===== config.mk =====
export PLATFORM = sky130hd
export DESIGN_NAME = drf_wport_arbiter
export DESIGN_NICKNAME = d
export VERILOG_FILES = /design/src/rtl/drf_wport_arbiter.sv
export SDC_FILE = /design/constraint.sdc
export NUM_CORES = 1
export LEC_CHECK = 0
export CAP_MARGIN = 25
export CORE_ASPECT_RATIO = 0.7
export CORE_MARGIN = 1.5
export CORE_UTILIZATION = 30
export CTS_BUF_LIST = sky130_fd_sc_hd__clkbuf_4 sky130_fd_sc_hd__clkbuf_8
export CTS_CLUSTER_SIZE = 30
export DETAILED_ROUTE_END_ITERATION = 12
export GPL_TIMING_DRIVEN = 0
export PLACE_DENSITY = 0.6
export SLEW_MARGIN = 15
export SYNTH_ARGS = -nofsm -noshare
export SYNTH_HDL_FRONTEND = slang
export SYNTH_SLANG_ARGS = --single-unit

===== constraint.sdc =====
create_clock -name clk -period 2.7 [get_ports clk]
set_input_delay 0.54 -clock clk [delete_from_list [all_inputs] [get_ports clk]]
set_output_delay 0.54 -clock clk [all_outputs]
set_load 0.02 [all_outputs]

===== src/rtl/drf_wport_arbiter.sv =====
// Write-port arbiter/sequencer for the DRF 8x8 register file: grants one requester per cycle
// and drives the register-file write port from a registered stage. Round-robin by default;
// defining DRF_ARB_FIXED_PRIO_EN selects fixed priority (index 0 highest).
module drf_wport_arbiter #(
  parameter int unsigned N_REQ  = 3,
  parameter int unsigned ADDR_W = 3,
  parameter int unsigned DATA_W = 8
) (
  input  logic                      clk,
  input  logic                      reset,
  input  logic                      stall,
  input  logic [N_REQ-1:0]          req,
  input  logic [N_REQ*ADDR_W-1:0]   req_addr,
  input  logic [N_REQ*DATA_W-1:0]   req_data,
  output logic [N_REQ-1:0]          gnt,
  output logic                      reg_write_en,
  output logic [ADDR_W-1:0]         in_rx_selector,
  output logic [DATA_W-1:0]         reg_in_data,
  output logic [1:0]                arb_ptr,
  output logic [15:0]               write_count
);

  logic [N_REQ-1:0]  elig;
  logic [1:0]        cur_ptr;
  logic [1:0]        gnt_idx;
  logic              gnt_any;
  int unsigned       scan_idx;

  logic              we_q;
  logic [ADDR_W-1:0] addr_q, addr_d;
  logic [DATA_W-1:0] data_q, data_d;
  logic [15:0]       cnt_q, cnt_d;

`ifdef DRF_ARB_FIXED_PRIO_EN
  // Scanning from a constant 0 is exactly fixed priority.
  assign cur_ptr = 2'd0;
`else
  logic [1:0] ptr_q, ptr_d;

  assign cur_ptr = ptr_q;

  always_comb begin
    ptr_d = ptr_q;
    if (gnt_any) begin
      ptr_d = (gnt_idx == 2'(N_REQ - 1)) ? 2'd0 : gnt_idx + 2'd1;
    end
  end

  always_ff @(posedge clk) begin
    if (reset) begin
      ptr_q <= 2'd0;
    end else begin
      ptr_q <= ptr_d;
    end
  end
`endif

  // Scan from cur_ptr upward modulo N_REQ; first eligible requester wins.
  always_comb begin
    elig     = req & {N_REQ{~stall & ~reset}};
    gnt      = '0;
    gnt_idx  = 2'd0;
    gnt_any  = 1'b0;
    scan_idx = 0;
    for (int unsigned k = 0; k < N_REQ; k++) begin
      scan_idx = (32'(cur_ptr) + k) % N_REQ;
      if (!gnt_any && elig[scan_idx]) begin
        gnt_any       = 1'b1;
        gnt[scan_idx] = 1'b1;
        gnt_idx       = scan_idx[1:0];
      end
    end
  end

  always_comb begin
    addr_d = addr_q;
    data_d = data_q;
    cnt_d  = cnt_q;
    if (gnt_any) begin
      addr_d = req_addr[gnt_idx*ADDR_W +: ADDR_W];
      data_d = req_data[gnt_idx*DATA_W +: DATA_W];
      cnt_d  = cnt_q + 16'd1;
    end
  end

  always_ff @(posedge clk) begin
    if (reset) begin
      we_q   <= 1'b0;
      addr_q <= '0;
      data_q <= '0;
      cnt_q  <= 16'd0;
    end else begin
      we_q   <= gnt_any;
      addr_q <= addr_d;
      data_q <= data_d;
      cnt_q  <= cnt_d;
    end
  end

  assign reg_write_en   = we_q;
  assign in_rx_selector = addr_q;
  assign reg_in_data    = data_q;
  assign write_count    = cnt_q;
  assign arb_ptr        = cur_ptr;

endmodule


# ---- Word-level counts from Yosys, hierarchy flattened
# Index checks and enable logic that the tools add are counted.
dict set report classes {
  n_addsub 4
  n_mul 1
  div_mod_pow 3
  magnitude_cmp 6
  n_eq_ne 1
  shifts 2
  mux 22
  n_bitwise 6
  n_reduce_logical 7
}
# cell n
set op_table {}
lappend op_table {{$ge 32x1->1 const B} 3}
lappend op_table {{$lt 32x3->1 const B} 3}
lappend op_table {{$mod 32x2->32 const B} 2}
lappend op_table {{$mod 2x2->32 const B} 1}
lappend op_table {{$shiftx 24x6->8} 1}
lappend op_table {{$add 16x1->16 const B} 1}
lappend op_table {{$mux 1} 9}
lappend op_table {{$mux 3} 3}
lappend op_table {{$shiftx 9x5->3} 1}
lappend op_table {{$mux 2} 4}
lappend op_table {{$bmux 1 s2} 3}
lappend op_table {{$demux 1 s2} 3}
lappend op_table {{$or 3x3->3} 2}
lappend op_table {{$logic_and 1x1->1} 5}
lappend op_table {{$mul 2x2->4 const B} 1}
lappend op_table {{$add 2x1->3 const B} 1}
lappend op_table {{$add 2x2->3 const B} 1}
lappend op_table {{$and 3x3->3} 1}
lappend op_table {{$add 2x1->2 const B} 1}
lappend op_table {{$eq 2x2->1 const B} 1}
lappend op_table {{$logic_not 1->1} 2}
lappend op_table {{$not 1->1} 2}
lappend op_table {{$and 1x1->1} 1}
dict set report totals {
  regBits 30
  latch_bits 0
  mem_bits_rw 0
  mem_bits_ro 0
  in_bits 39
  output_inout_bits 33
  elab_cells 57
  memories 0
}

# ---- Logic depth before layout (Yosys ltp)
dict set report logic_depth {
  word_depth 14
  depth_mapped 11
  mapped_depth_nobuf 9
}

# ---- Worst setup path after synthesis
# No wires, ideal clock.
dict set report synth_path {
  kind {register to output}
  startpoint {register ptr_q[0] (netlist: arb_ptr[0])}
  endpoint {output gnt[0]}
  arrival_ns 2.220
  required_ns 2.160
  slack_ns -0.060
  path_stages_with_launch 9
  path_buffers 1
  cell_sequence {dfxtp_1 > inv_1 > ha_1 > buf_6 > nor3_1 > a32o_1 > nor2_1 > and2_1 > a221o_1}
}
dict set report synth_between {
  elab_chain_cells 10
  word_cells_on_any_way 37
  cone_classes {add/sub: 2; div: 3; order compare: 6; mux: 17; bitwise: 2; reduce/logical: 7}
}
# element line
set synth_lines {}
lappend synth_lines {{start, declared} 38} ;# logic [1:0] ptr_q, ptr_d;
lappend synth_lines {{start signal, assigned} 53} ;# ptr_q <= ptr_d;
lappend synth_lines {{$add 2x1->3 or $mod 2x2->32 (tied branches)} 66} ;# scan_idx = (32'(cur_ptr) + k) % N_REQ;
lappend synth_lines {{$mod 32x2->32 (tied with other cells)} 66}
lappend synth_lines {{$ge 32x1->1 (not written as such) (tied with other cells)} 69} ;# gnt[scan_idx] = 1'b1;
lappend synth_lines {{$logic_and 1x1->1 (not written as such) (tied with other cells)} 69}
lappend synth_lines {{$mux 1 (not written as such) (tied with other cells)} 69}
lappend synth_lines {{$demux 1 s2 (tied with other cells)} 69}
lappend synth_lines {{$or 3x3->3 (no line) or $mux 1 (tied branches)} -}
lappend synth_lines {{$mux 3 or $logic_not 1->1 (tied branches)} 67} ;# if (!gnt_any && elig[scan_idx]) begin
lappend synth_lines {{$or 3x3->3 (no line) or $logic_and 1x1->1 (tied branches)} -}
lappend synth_lines {{$mux 3 (*)} 67}
lappend synth_lines {{end, declared} 15} ;# output logic [N_REQ-1:0] gnt,
# Every way passes the cells marked *; elsewhere a longest branch is shown, timed or not. The select of a mux whose other input is x is not followed.

# ---- Worst setup path in the final report
dict set report layout_path {
  startpoint {input stall}
  endpoint {output gnt[0]}
}
dict set report layout_between {
  elab_chain_cells 12
  word_cells_on_any_way 20
  cone_classes {mux: 11; bitwise: 5; reduce/logical: 4}
}
# element line
set layout_lines {}
lappend layout_lines {{start, declared} 11} ;# input logic stall,
lappend layout_lines {{$not 1->1 (*)} 60} ;# elig = req & {N_REQ{~stall & ~reset}};
lappend layout_lines {{$and 1x1->1 (*)} 60}
lappend layout_lines {{$and 3x3->3 (*)} 60}
lappend layout_lines {{$bmux 1 s2} 67}
lappend layout_lines {{$mux 1 (not written as such)} 67}
lappend layout_lines {{$mux 1} 67}
lappend layout_lines {{$logic_not 1->1} 67}
lappend layout_lines {{$logic_and 1x1->1} 67}
lappend layout_lines {{$mux 1} 67}
lappend layout_lines {{$logic_not 1->1} 67}
lappend layout_lines {{$logic_and 1x1->1} 67}
lappend layout_lines {{$mux 3 (*)} 67}
# Marks and branches as above.

==> results.json <==
{
  "status": "complete, no violations",
  "crit_buf_inv": 2,
  "use_met2_pct": 27.9,
  "drive_above_1_share_pct": 21.4,
  "antenna_found_initial": 0,
  "synth_ff_type": "dfxtp_1",
  "antenna_cells": 0,
  "critPathKind": "in -> out",
  "setup_ws_ps": 9.09,
  "critPathSlowestCell": "or3b_4",
  "clk_path_buf_depth": 2,
  "area_growth_pct": 62.9,
  "slowest_delay_ps": 420,
  "fillerInstances": 554,
  "vias": 1797,
  "critPathTopFamily": "compound AO/OA/AOI/OAI gates",
  "cp_cell_sequence": "buf_2 > or3b_4 > o32ai_4 > nor2_4 > and2_4 > a221o_1 > buf_6",
  "synth_edf_count": 0,
  "clockRootBuffer": "clkbuf_8",
  "cts_sinks": 30,
  "slew_headroom_pct": 47.2,
  "synth_cell_types": 46,
  "tritoncts": "yes",
  "grt_busiest_layer": "met2",
  "grt_max_degree": 11,
  "dp_hpwl_mm": 3.84,
  "worstSetupEndpointType": "output pin",
  "grt_pass1_wl_mm": 8.53,
  "cp-start-kind": "input pin",
  "dp_slack_ps": -898,
  "rsz0062_at_grt": "yes",
  "cts_max_level": 2,
  "synth_nets": 239,
  "async_flop_share_pct": 0,
  "power_density_nw_per_um2": 721,
  "period_share_pct": 99.7,
  "gp_congestion": 0.764,
  "cap_violations": 0,
  "io-pin-count": 72,
  "io_buffers": 71,
  "cp_max_fo": 5,
  "use_met3_pct": 4.95,
  "hold_viol": 0,
  "grt_pass1_vias": 1766,
  "avgSynthCellArea_um2": 9.07,
  "wl_mm": 5.29,
  "p_leak_nw": 1.11,
  "skew_ps": 10.7,
  "irDropWorstVdd_uv": 244,
  "final-setup-viol-count": 0,
  "grt_use_total_pct": 17.6,
  "tightest_slew_ps": 772,
  "cts.clk_slew.worst_paths_ps": 70,
  "syn_area_um2": 1770,
  "yosysSeqAreaShare_pct": 33.9,
  "initial_core_util_pct": 31.0,
  "core-area_um2": 5700,
  "drt_iter0_drc": 93,
  "drt-wirelength-per-cell_um": 14.7,
  "dieArea_um2": 6370,
  "ant_nets": 0,
  "grt.overflow.total": 0,
  "whs_ps": 515,
  "hold_path.class": "reg -> reg",
  "multi_input_area_um2": 1190,
  "fin_crit_ps": 2690,
  "hold_buffers": 0,
  "clock_latency_ps": 290,
  "cp.required_ps": 2160,
  "met1_usage_pct": 23.3,
  "fmax_mhz": 372,
  "drc": 0,
  "die_w_um": 94.8,
  "die_y_um": 67.3,
  "seq_area_um2": 608,
  "slew_violations": 0,
  "cp.arrival_ps": 2150,
  "routed_via_density": 4.99,
  "ys_ff_latch": 30,
  "nets": 328,
  "cts_made_buffers": 5,
  "syn_inst": 195,
  "drtPass1Iterations": 4,
  "yosysWarnings": 0,
  "num_rows": 23
}
[stage by stage]
step | instance area [µm²] | power (mW) | cells | util [%] | TNS [ps]
2_1_floorplan | 1780 | 1.13 | 195 | - | 0
3_3_place_gp | 2580 | 1.48 | 341 | 45.3 | -8460
3_5_place_dp | 2580 | 1.49 | 341 | 45.3 | -8890
4_1_cts | 2860 | 2.05 | 360 | 50.3 | 0
5_1_grt | 2880 | 2.19 | 360 | 50.6 | -60.6
6_report | 2880 | 2.08 | 360 | 50.6 | 0
[layout make-up]
cell class	instances	area share (%)
plain buffers	10	2.26
flip-flops and latches	30	21.1
clock inverters	2	0.434
well taps	75	3.26
repair buffers	83	27.8
clock buffers	6	2.87
multi-input cells	147	41.3
inverters	7	0.999
[placed cells by master (no fill, tap or decap), types with 3 or more instances in the layout]
cell type	n
clkdlybuf4s50_1	63
dfxtp_1	28
nand2_1	15
nor2_1	14
mux2i_1	11
xnor2_1	11
buf_6	9
buf_4	8
buf_2	7
a22oi_1	7
o22ai_1	7
a21o_1	6
clkbuf_8	6
inv_1	5
nor3_1	5
a31oi_1	5
a21oi_1	5
o21bai_1	4
nand4_1	4
and3_1	3
clkbuf_1	3
nand3_1	3
o21ai_0	3
or3_1	3
o31ai_1	3
ha_1	3
[repair_timing]
action                     in CTS  in global routing
setup buffers                  11                  1
setup endpoints to repair      12                  9
pin swaps                       9                  6
resized for setup              55                  6
[synth_stat cells, drive strengths merged, types with 2 or more instances]
| cell | instances | share of area (%) |
|---|---|---|
| nand2b | 2 | 0.71 |
| a22oi | 7 | 3.0 |
| o21bai | 4 | 1.7 |
| a21oi | 6 | 1.7 |
| o22ai | 7 | 2.5 |
| clkbuf | 3 | 0.64 |
| and3 | 3 | 1.1 |
| buf | 8 | 3.3 |
| nor3 | 8 | 2.8 |
| nand2 | 15 | 3.2 |
| o31ai | 5 | 2.7 |
| nor3b | 2 | 1.1 |
| dfxtp | 30 | 34 |
| nand4 | 4 | 1.4 |
| a31oi | 5 | 1.8 |
| a21o | 6 | 2.5 |
| nand3 | 3 | 0.85 |
| inv | 7 | 1.5 |
| ha | 5 | 3.5 |
| nor4b | 3 | 2.2 |
| mux2 | 2 | 1.3 |
| or3 | 4 | 1.4 |
| xnor2 | 11 | 5.4 |
| mux2i | 12 | 6.8 |
| nor2 | 15 | 3.2 |
| or3b | 2 | 0.99 |
| o21ai | 3 | 0.85 |
[tightest hold or removal path: cells and delay by family (launching register included)]
| kind | cells | cell delay [ps] |
|---|---|---|
| AO/OA/AOI/OAI | 1 | 60 |
| flip-flops | 1 | 370 |
| AND/OR/NAND/NOR | 1 | 60 |
[worst paths after layout]
kind / to / from / cells after the start / slack [ps]
worst max register to register: reg_in_data[6]$_SDFFE_PP0P_ / arb_ptr[0]$_SDFFE_PP0P_ / 11 / 170
worst min register to register: arb_ptr[1]$_SDFFE_PP0P_ / arb_ptr[1]$_SDFFE_PP0P_ / 2 / 520
worst min-delay path: arb_ptr[1]$_SDFFE_PP0P_ / arb_ptr[1]$_SDFFE_PP0P_ / 2 / 520
worst max-delay path: gnt[0] / stall / 7 / 9
[metal layers]
metal  vias up  wire [µm]
met5         -          0
li1        901          -
met1       831       2620
met4         0         57
met2        58       2240
met3         7        371
[cells by family (layout without fill, tap and decap cells)]
group	Yosys count	after routing	synth area share (%)
flip-flops	30	30	33.9
AND/OR/NAND/NOR	66	66	21.3
AO/OA/AOI/OAI	50	50	21.8
adder cells (fa/ha/maj)	5	5	3.54
buffers and inverters	18	108	5.45
XOR/XNOR	12	12	5.94
multiplexers	14	14	8.06
[power by group]
part	switching (mW)	internal, mW	leakage [nW]
Combinational	0.535	0.551	0.814
Clock	0.185	0.205	0.0472
Sequential	0.0637	0.537	0.247
Total	0.784	1.29	1.11
[sequential cells by signal, summed over array words and instances (netlist names)]
name and flops:
arb_ptr 2, reg_write_en 1, write_count 16, in_rx_selector 3, reg_in_data 8
Note: power is estimated with default switching activity, not from simulation.
